### config.mk
export PLATFORM = sky130hd
export DESIGN_NAME = huffman_bit_packer_ctrl_flat
export DESIGN_NICKNAME = d
export VERILOG_FILES = /design/src/rtl/huffman_bit_packer_ctrl_if.sv /design/src/rtl/huffman_bit_packer_ctrl.sv /design/src/flat_wrapper.sv
export SDC_FILE = /design/constraint.sdc
export NUM_CORES = 1
export LEC_CHECK = 0
export CORE_MARGIN = 3
export CORE_UTILIZATION = 32
export CTS_BUF_LIST = sky130_fd_sc_hd__clkbuf_16
export DETAILED_ROUTE_END_ITERATION = 8
export PLACE_DENSITY_LB_ADDON = 0.25
export SLEW_MARGIN = 20
export SYNTH_ARGS = -nofsm -noshare
export SYNTH_HDL_FRONTEND = slang
export SYNTH_SLANG_ARGS = --single-unit
### constraint.sdc
create_clock -name clk -period 2.7 [get_ports clk]
set_clock_uncertainty 0.1 [all_clocks]
set_input_delay 0.54 -clock clk [delete_from_list [all_inputs] [get_ports clk]]
set_output_delay 0.54 -clock clk [all_outputs]
set_load 0.005 [all_outputs]
### src/rtl/huffman_bit_packer_ctrl_if.sv
// huffman_bit_packer_ctrl_if
// Groups the code-input and word-output handshakes of the Huffman bit packer.
//   Code side : in_valid/in_ready/in_data[31:0]/in_len[5:0]/in_last
//   Word side : out_valid/out_ready/out_data[127:0]/out_bits[7:0]/out_last
//   Status    : total_bits[31:0] (running count of accepted code bits)
// The "slave" modport is the packer itself. The "master" modport is its
// environment, which drives the codes and accepts the output words.
interface huffman_bit_packer_ctrl_if;
  logic         in_valid;
  logic         in_ready;
  logic [31:0]  in_data;
  logic [5:0]   in_len;
  logic         in_last;
  logic         out_valid;
  logic         out_ready;
  logic [127:0] out_data;
  logic [7:0]   out_bits;
  logic         out_last;
  logic [31:0]  total_bits;

  modport slave (
    input  in_valid, in_data, in_len, in_last, out_ready,
    output in_ready, out_valid, out_data, out_bits, out_last, total_bits
  );

  modport master (
    output in_valid, in_data, in_len, in_last, out_ready,
    input  in_ready, out_valid, out_data, out_bits, out_last, total_bits
  );
endinterface

### src/rtl/huffman_bit_packer_ctrl.sv
// huffman_bit_packer_ctrl
// Packs variable-length codes (0..32 bits, LSB first) into a 256-bit window
// and emits 128-bit words. A code marked in_last switches the block to
// FLUSH. In FLUSH, the remaining full words drain first. Then one final
// partial word is emitted with its bit count and out_last set.
// Ports:
//   clk   - rising-edge clock
//   reset - asynchronous active-low reset
//   bus   - slave side of huffman_bit_packer_ctrl_if (code input, word output,
//           total_bits status)
// All outputs decode registered state only, so no input reaches an output
// combinationally.
module huffman_bit_packer_ctrl (
  input  logic                      clk,
  input  logic                      reset,
  huffman_bit_packer_ctrl_if.slave  bus
);

  typedef enum logic [0:0] {
    ST_RUN   = 1'b0,
    ST_FLUSH = 1'b1
  } state_t;

  state_t       state_q, state_d;
  logic [255:0] acc_q, acc_d;
  logic [7:0]   fill_q, fill_d;
  logic [31:0]  total_q, total_d;

  logic         tail_s;       // final partial word is being presented
  logic [5:0]   len_s;
  logic [31:0]  code_s;
  logic         push_s;
  logic         pop_s;
  logic [255:0] base_acc_s;   // window after any full-word pop
  logic [7:0]   base_fill_s;

  // Output decode from registered state
  assign tail_s         = (state_q == ST_FLUSH) && (fill_q < 8'd128);
  assign bus.in_ready   = (state_q == ST_RUN) && (fill_q <= 8'd223);
  assign bus.out_valid  = (fill_q >= 8'd128) || (state_q == ST_FLUSH);
  assign bus.out_bits   = tail_s ? fill_q : 8'd128;
  assign bus.out_last   = tail_s;
  assign bus.out_data   = acc_q[127:0];
  assign bus.total_bits = total_q;

  assign push_s = bus.in_valid && bus.in_ready;
  assign pop_s  = bus.out_valid && bus.out_ready;

  // Length clamp and code masking, so bits above fill stay zero
  always_comb begin
    len_s = 6'd0;
    if (bus.in_len > 6'd32) begin
      len_s = 6'd32;
    end else begin
      len_s = bus.in_len;
    end
    // A shift by 32 yields 0, so len 32 gives an all-ones mask
    code_s = bus.in_data & ~(32'hFFFF_FFFF << len_s);
  end

  // Next-state for FSM, window, fill and running bit count
  always_comb begin
    base_acc_s  = acc_q;
    base_fill_s = fill_q;
    acc_d       = acc_q;
    fill_d      = fill_q;
    total_d     = total_q;
    state_d     = state_q;

    // A full-word pop shifts the window before the new code is placed, so
    // the code lands at (fill - 128) when both happen in one cycle.
    if (pop_s && !tail_s) begin
      base_acc_s  = acc_q >> 128;
      base_fill_s = fill_q - 8'd128;
    end else begin
      base_acc_s  = acc_q;
      base_fill_s = fill_q;
    end

    acc_d  = base_acc_s;
    fill_d = base_fill_s;

    if (push_s) begin
      acc_d   = base_acc_s | ({224'd0, code_s} << base_fill_s);
      fill_d  = base_fill_s + {2'b00, len_s};
      total_d = total_q + {26'd0, len_s};
    end else begin
      total_d = total_q;
    end

    case (state_q)
      ST_RUN: begin
        if (push_s && bus.in_last) begin
          state_d = ST_FLUSH;
        end else begin
          state_d = ST_RUN;
        end
      end
      ST_FLUSH: begin
        // No push can happen in FLUSH, so the last pop simply clears everything
        if (pop_s && tail_s) begin
          acc_d   = 256'd0;
          fill_d  = 8'd0;
          total_d = 32'd0;
          state_d = ST_RUN;
        end else begin
          state_d = ST_FLUSH;
        end
      end
      default: begin
        state_d = ST_RUN;
      end
    endcase
  end

  // State registers with asynchronous active-low reset
  always_ff @(posedge clk or negedge reset) begin
    if (!reset) begin
      state_q <= ST_RUN;
      acc_q   <= 256'd0;
      fill_q  <= 8'd0;
      total_q <= 32'd0;
    end else begin
      state_q <= state_d;
      acc_q   <= acc_d;
      fill_q  <= fill_d;
      total_q <= total_d;
    end
  end

endmodule

### src/flat_wrapper.sv
// flat-port wrapper written by rule: the top's interface ports become plain ports
module huffman_bit_packer_ctrl_flat 
  (clk, reset, bus_in_valid, bus_in_data, bus_in_len, bus_in_last, bus_out_ready, bus_in_ready, bus_out_valid, bus_out_data, bus_out_bits, bus_out_last, bus_total_bits);
  huffman_bit_packer_ctrl_if bus_i ();
  input  logic clk;
  input  logic reset;
  input wire logic [$bits(bus_i.in_valid)-1:0] bus_in_valid;
  input wire logic [$bits(bus_i.in_data)-1:0] bus_in_data;
  input wire logic [$bits(bus_i.in_len)-1:0] bus_in_len;
  input wire logic [$bits(bus_i.in_last)-1:0] bus_in_last;
  input wire logic [$bits(bus_i.out_ready)-1:0] bus_out_ready;
  output wire logic [$bits(bus_i.in_ready)-1:0] bus_in_ready;
  output wire logic [$bits(bus_i.out_valid)-1:0] bus_out_valid;
  output wire logic [$bits(bus_i.out_data)-1:0] bus_out_data;
  output wire logic [$bits(bus_i.out_bits)-1:0] bus_out_bits;
  output wire logic [$bits(bus_i.out_last)-1:0] bus_out_last;
  output wire logic [$bits(bus_i.total_bits)-1:0] bus_total_bits;
  assign bus_i.in_valid = bus_in_valid;
  assign bus_i.in_data = bus_in_data;
  assign bus_i.in_len = bus_in_len;
  assign bus_i.in_last = bus_in_last;
  assign bus_i.out_ready = bus_out_ready;
  assign bus_in_ready = bus_i.in_ready;
  assign bus_out_valid = bus_i.out_valid;
  assign bus_out_data = bus_i.out_data;
  assign bus_out_bits = bus_i.out_bits;
  assign bus_out_last = bus_i.out_last;
  assign bus_total_bits = bus_i.total_bits;
  huffman_bit_packer_ctrl u_core (.clk(clk), .reset(reset), .bus(bus_i));
endmodule
Word level (Yosys, flattened, before mapping)
Index checks and enable logic that the tools add are counted.
{ "classes": {"n_lt_le_gt_ge": 4, "reduce_logical": 9, "n_shift": 2, "bitwise_logic": 4, "addsub": 3, "muxes": 16} }
{ "ops": {"columns": ["operator", "n"], "rows": [
  ["$mux W256", 4],
  ["$or A256 B256 Y256", 1],
  ["$shl A32 B8 Y256", 1],
  ["$mux W32", 3],
  ["$mux W8", 5],
  ["$add A32 B6 Y32", 1],
  ["$and A32 B32 Y32", 1],
  ["$not A32 Y32", 1],
  ["$shl A32 B6 Y32 const A", 1],
  ["$add A8 B6 Y8", 1],
  ["$ge A8 B8 Y1 const B", 1],
  ["$le A8 B8 Y1 const B", 1],
  ["$lt A8 B8 Y1 const B", 1],
  ["$sub A8 B8 Y8 const B", 1],
  ["$logic_and A1 B1 Y1", 7],
  ["$gt A6 B6 Y1 const B", 1],
  ["$mux W6", 1],
  ["$mux W1", 2],
  ["$pmux W1 S2", 1],
  ["$logic_not A1 Y1", 1],
  ["$logic_or A1 B1 Y1", 1],
  ["$not A1 Y1", 1]
]} }
{ "totals": {"ff_bits": 297, "output_inout_bits": 171, "in_bits": 43, "elab_cells": 42} }

Depth between registers and ports, before layout
{ "depth": {"ltp_word": 10, "ltp_mapped": 13} }

Worst setup path after synthesis
OpenSTA, ideal clock, no wires.
{ "synth_path": {"path_type": "input port to flip-flop", "start": "input port bus_in_len[5]", "end": "register u_core.total_q[23] (netlist: u_core.bus.total_bits[23])", "t_arrival_ps": 2959, "required_time_ps": 2468, "path_slack_ps": -491, "path_stages": 13, "path_cell_list": "buf_4 buf_4 buf_4 nor2b_1 ha_1 and4b_1 a2111oi_0 or3_1 o21ai_2 and2_1 nand3_1 xor2_1 nor2_1"} }
{ "synth_between": {"elab_chain_cells": 6} }
{ "synth_rtl": {"columns": ["element", "line", "rtl"], "rows": [
  ["start: declaration", "flat_wrapper.sv:9", "input wire logic [$bits(bus_i.in_len)-1:0] bus_in_len;"],
  ["$gt A6 B6 Y1", "huffman_bit_packer_ctrl.sv:52", "if (bus.in_len > 6'd32) begin"],
  ["$mux W6 (*)", "huffman_bit_packer_ctrl.sv:52", null],
  ["$add A32 B6 Y32 (*)", "huffman_bit_packer_ctrl.sv:86", "total_d = total_q + {26'd0, len_s};"],
  ["$mux W32 (*)", "huffman_bit_packer_ctrl.sv:83", "if (push_s) begin"],
  ["$mux W32", "huffman_bit_packer_ctrl.sv:101", "if (pop_s && tail_s) begin"],
  ["$mux W32 (*)", "huffman_bit_packer_ctrl.sv:91", "case (state_q)"],
  ["via u_core.total_d[23]", "huffman_bit_packer_ctrl.sv:27", "logic [31:0] total_q, total_d;"],
  ["end signal: assignment", "huffman_bit_packer_ctrl.sv:127", "total_q <= total_d;"],
  ["end: declaration", "huffman_bit_packer_ctrl.sv:27", null]
]} }
Mark *: on every way through the listed nets, which the timed path passes. The rest lies on a longest branch.

Worst setup path in the final report
{ "layout_path": {"start": "register u_core.fill_q[0]", "end": "register u_core.acc_q[191]"} }
{ "layout_between": {"elab_chain_cells": 10, "word_cells_on_any_way": 19, "cone_classes": "add/sub (1); order compare (3); shift (1); mux (5); bitwise (1); reduce/logical (8)"} }
{ "layout_rtl": {"columns": ["element", "line", "rtl"], "rows": [
  ["start: declaration", "huffman_bit_packer_ctrl.sv:26", "logic [7:0] fill_q, fill_d;"],
  ["start signal: assignment", "huffman_bit_packer_ctrl.sv:126", "fill_q <= fill_d;"],
  ["$ge A8 B8 Y1 / $lt A8 B8 Y1 (equally long branches)", "huffman_bit_packer_ctrl.sv:40, huffman_bit_packer_ctrl.sv:38", null],
  ["$logic_or A1 B1 Y1 / $logic_and A1 B1 Y1 (equally long branches)", "huffman_bit_packer_ctrl.sv:40, huffman_bit_packer_ctrl.sv:38", null],
  ["$logic_and A1 B1 Y1 / $logic_not A1 Y1 (equally long branches)", "huffman_bit_packer_ctrl.sv:47, huffman_bit_packer_ctrl.sv:72", null],
  ["$logic_and A1 B1 Y1", "huffman_bit_packer_ctrl.sv:72", "if (pop_s && !tail_s) begin"],
  ["$mux W8", "huffman_bit_packer_ctrl.sv:72", null],
  ["$shl A32 B8 Y256", "huffman_bit_packer_ctrl.sv:84", "acc_d = base_acc_s | ({224'd0, code_s} << base_fill_s);"],
  ["$or A256 B256 Y256", "huffman_bit_packer_ctrl.sv:84", null],
  ["$mux W256", "huffman_bit_packer_ctrl.sv:83", null],
  ["$mux W256", "huffman_bit_packer_ctrl.sv:101", null],
  ["$mux W256 (*)", "huffman_bit_packer_ctrl.sv:91", null],
  ["via u_core.acc_d[191]", "huffman_bit_packer_ctrl.sv:25", "logic [255:0] acc_q, acc_d;"],
  ["end signal: assignment", "huffman_bit_packer_ctrl.sv:120", "acc_q <= 256'd0;"],
  ["end signal: assignment", "huffman_bit_packer_ctrl.sv:125", "acc_q <= acc_d;"],
  ["end: declaration", "huffman_bit_packer_ctrl.sv:25", null]
]} }
Marked as above.

==> impl_metrics.json <==
{
  "status": "finished with violations",
  "violations": "setup timing",
  "antenna_found_initial": 2,
  "clk_path_buf_depth": 3,
  "synth_area_leaders": "dfrtp_1 (41%), nand2_1 (5.9%), buf_4 (5.5%)",
  "initial_core_util_pct": 32.4,
  "report.final.slew_viol_count": 0,
  "io_buffers": 213,
  "period_share_pct": 110,
  "grt_max_degree": 73,
  "rsz0062_at_grt": "true",
  "rrSetupSlack_ns": -0.26,
  "ios": 214,
  "intPower_uw": 17600,
  "timing.fmax_ghz": 0.338,
  "crit_arrival_ns": 3.28,
  "wl_per_cell_um": 25.6,
  "dieArea_mm2": 0.0601,
  "syn2layout_area_growth_pct": 53.5,
  "slew_headroom_pct": 51.4,
  "detailedPlacementHpwl_um": 62400,
  "cts_made_buffers": 37,
  "power.total_uw": 31200,
  "power_density_mw_per_mm2": 1110,
  "wl_um": 86300,
  "layout_commonest_cell": "buf_4",
  "drc": 0,
  "setup_violations": 218,
  "critPathRequiredTime_ns": 3.03,
  "pwr-share-seq_pct": 19.0,
  "htreeDepth": 2,
  "num_rows": 87,
  "startpoint_type": "flip-flop",
  "synth_cell_types": 82,
  "grt_pass1_wl_um": 127000,
  "final_cell_mix": "buf_4 (403), dfrtp_1 (293), nand2_1 (271), clkdlybuf4s50_1 (205), nor2_1 (200)",
  "drt_iter0_drc": 1837,
  "synth_nets": 2158,
  "comb_power_share_pct": 65.5,
  "final-instance-count-excl-fill": 3366,
  "gp_congestion": 0.955,
  "min_from": "u_core.acc_q[176]$_DFF_PN0_",
  "netlist_area_mm2": 0.0183,
  "synth_edf_count": 0,
  "clock_sinks": 297,
  "min_path_type": "flip-flop to flip-flop",
  "ys.flop_type": "dfrtp_1",
  "final_nets": 2634,
  "root_buffer": "clkbuf_16",
  "fin_ws_ns": -0.257,
  "async_reset_ff_share_pct": 100,
  "vias": 19400,
  "worstPathMaxFanout": 7,
  "ys_ff_latch": 297,
  "fp.coreArea_mm2": 0.0565,
  "cts_tree": "done",
  "avgSynthCellArea_um2": 8.70,
  "die_height_um": 245,
  "drv_cap": 0,
  "worst_ir_drop_vdd_mv": 0.523,
  "worst_pin_slew_ns": 0.729,
  "synth_top_area_share_pct": 40.6,
  "grtUsageTotal_pct": 27.7,
  "yosysTopAreaCell": "dfrtp_1",
  "clockPowerShare_pct": 15.5,
  "end_kind": "flip-flop",
  "crit_start": "u_core.fill_q[0]$_DFF_PN0_",
  "grt.overflow.total": 0,
  "vias_per_cell": 5.77,
  "clk_pin_slew_ns": 0.07,
  "grt_pass1_vias": 19300,
  "switchingPower_uw": 13600,
  "p_leak_uw": 0.0122,
  "path_class": "flip-flop to flip-flop",
  "dp.cells": 3226,
  "first_pass_iters": 6,
  "die_x_um": 245,
  "syn_inst": 2105,
  "hold_viol": 0,
  "ys_seq_area_share_pct": 40.6,
  "ant_nets": 0,
  "p_sw_share_pct": 43.6,
  "timing.final.crit_period_ns": 2.96,
  "synth_warnings": 0,
  "timing.rr.start": "u_core.fill_q[0]$_DFF_PN0_",
  "clk-insertion-delay-late_ns": 0.57,
  "drive_gt1_share_pct": 35.9
}
==> cell usage after synthesis, drive strengths merged (16+ instances only) <==
| library cell | number |
|---|---|
| and2 | 21 |
| o221ai | 32 |
| o32ai | 16 |
| a21oi | 97 |
| nor2 | 219 |
| a22oi | 44 |
| and3 | 22 |
| nor3 | 35 |
| dfrtp | 297 |
| mux2i | 81 |
| clkbuf | 126 |
| o22ai | 40 |
| a211oi | 24 |
| o21ai | 128 |
| a222oi | 17 |
| a31oi | 49 |
| nand2 | 290 |
| buf | 169 |
| a22o | 30 |
| nand3 | 41 |
| xor2 | 24 |
| a221oi | 19 |
==> path summary, 6_finish.rpt <==
path	cells after the start	endpoint
worst min register to register	2	u_core.acc_q[176]$_DFF_PN0_
worst max register to register	10	u_core.acc_q[191]$_DFF_PN0_
max in group asynchronous	3	u_core.acc_q[191]$_DFF_PN0_
worst min-delay path	2	u_core.acc_q[176]$_DFF_PN0_
min in group asynchronous	2	u_core.acc_q[50]$_DFF_PN0_
worst max-delay path	10	u_core.acc_q[191]$_DFF_PN0_
==> worst max-delay path, cell delays in order (launching register included) <==
cell and delay, ns:
dfrtp_4 0.48, buf_12 0.15, clkinvlp_4 0.17, buf_6 0.17
mux2i_4 0.19, a211oi_2 0.23, buf_4 0.19, o22ai_4 0.10
a221o_2 0.46, mux2_4 0.36, a22o_1 0.19
==> flip-flops by register name, summed over array words and instances (netlist names) <==
register	flops
u_core.fill_q	8
u_core.bus.total_bits	32
u_core.state_q	1
u_core.acc_q	256
==> timing repair <==
| action | in CTS | in global routing |
|---|---|---|
| gates resized for setup | 310 | 283 |
| gates cloned | 2 | 2 |
| endpoints found under the setup margin | 273 | 266 |
| hold buffers | 1 | 0 |
| endpoints found under the hold margin | 38 | 0 |
| buffers inserted | 49 | 33 |
| pin swaps | 77 | 114 |
==> metal layers <==
metal | GRT usage (%) | wire, µm
met5 | 0 | 0
met4 | 11.0 | 4120
met3 | 4.59 | 6310
met2 | 45.0 | 40300
met1 | 36.8 | 35600
==> power by group through the flow <==
stage | registers [µW] | clock network [µW] | logic [µW]
floorplan | 5600 | 0 | 7360
global placement | 6000 | 0 | 15100
detailed placement | 6020 | 0 | 15200
CTS | 5920 | 4900 | 17700
global route | 6010 | 5060 | 21300
finish | 5920 | 4830 | 20400
==> kinds of logic after synthesis <==
logic type	Yosys count	share of synthesized area, %
AO/OA/AOI/OAI	643	24.8
multiplexers	95	5.51
flip-flops	297	40.6
XOR/XNOR	35	1.67
AND/OR/NAND/NOR	712	17.1
buffers and inverters	311	9.43
adder cells (fa/ha/maj)	12	0.874
==> final cells by class <==
cell class              instances  area (µm²)
multi-input cells            1497       11600
clock inverters                28         170
well taps                     756         946
flip-flops and latches        297        7440
repair buffers                732        6900
inverters                      16        70.1
diodes                          1        2.50
clock buffers                  39         976
fillers                      5195       28400
==> metrics by stage <==
step / util [%] / TNS, ns / hold slack [ns] / worst slack (ns) / cell area (µm²)
after floorplan: - / -2.25 / 0.144 / -0.169 / 18500
after global placement: 41.9 / -232.81 / 0.349 / -1.09 / 23700
after detailed placement: 41.9 / -238.67 / 0.364 / -1.07 / 23700
after CTS: 47.0 / -16.52 / 0.378 / -0.204 / 26600
after global routing: 49.7 / -36.53 / 0.398 / -0.310 / 28100
final: 49.8 / -22.68 / 0.375 / -0.257 / 28100
No activity file was read; power rests on OpenSTA's default activity.
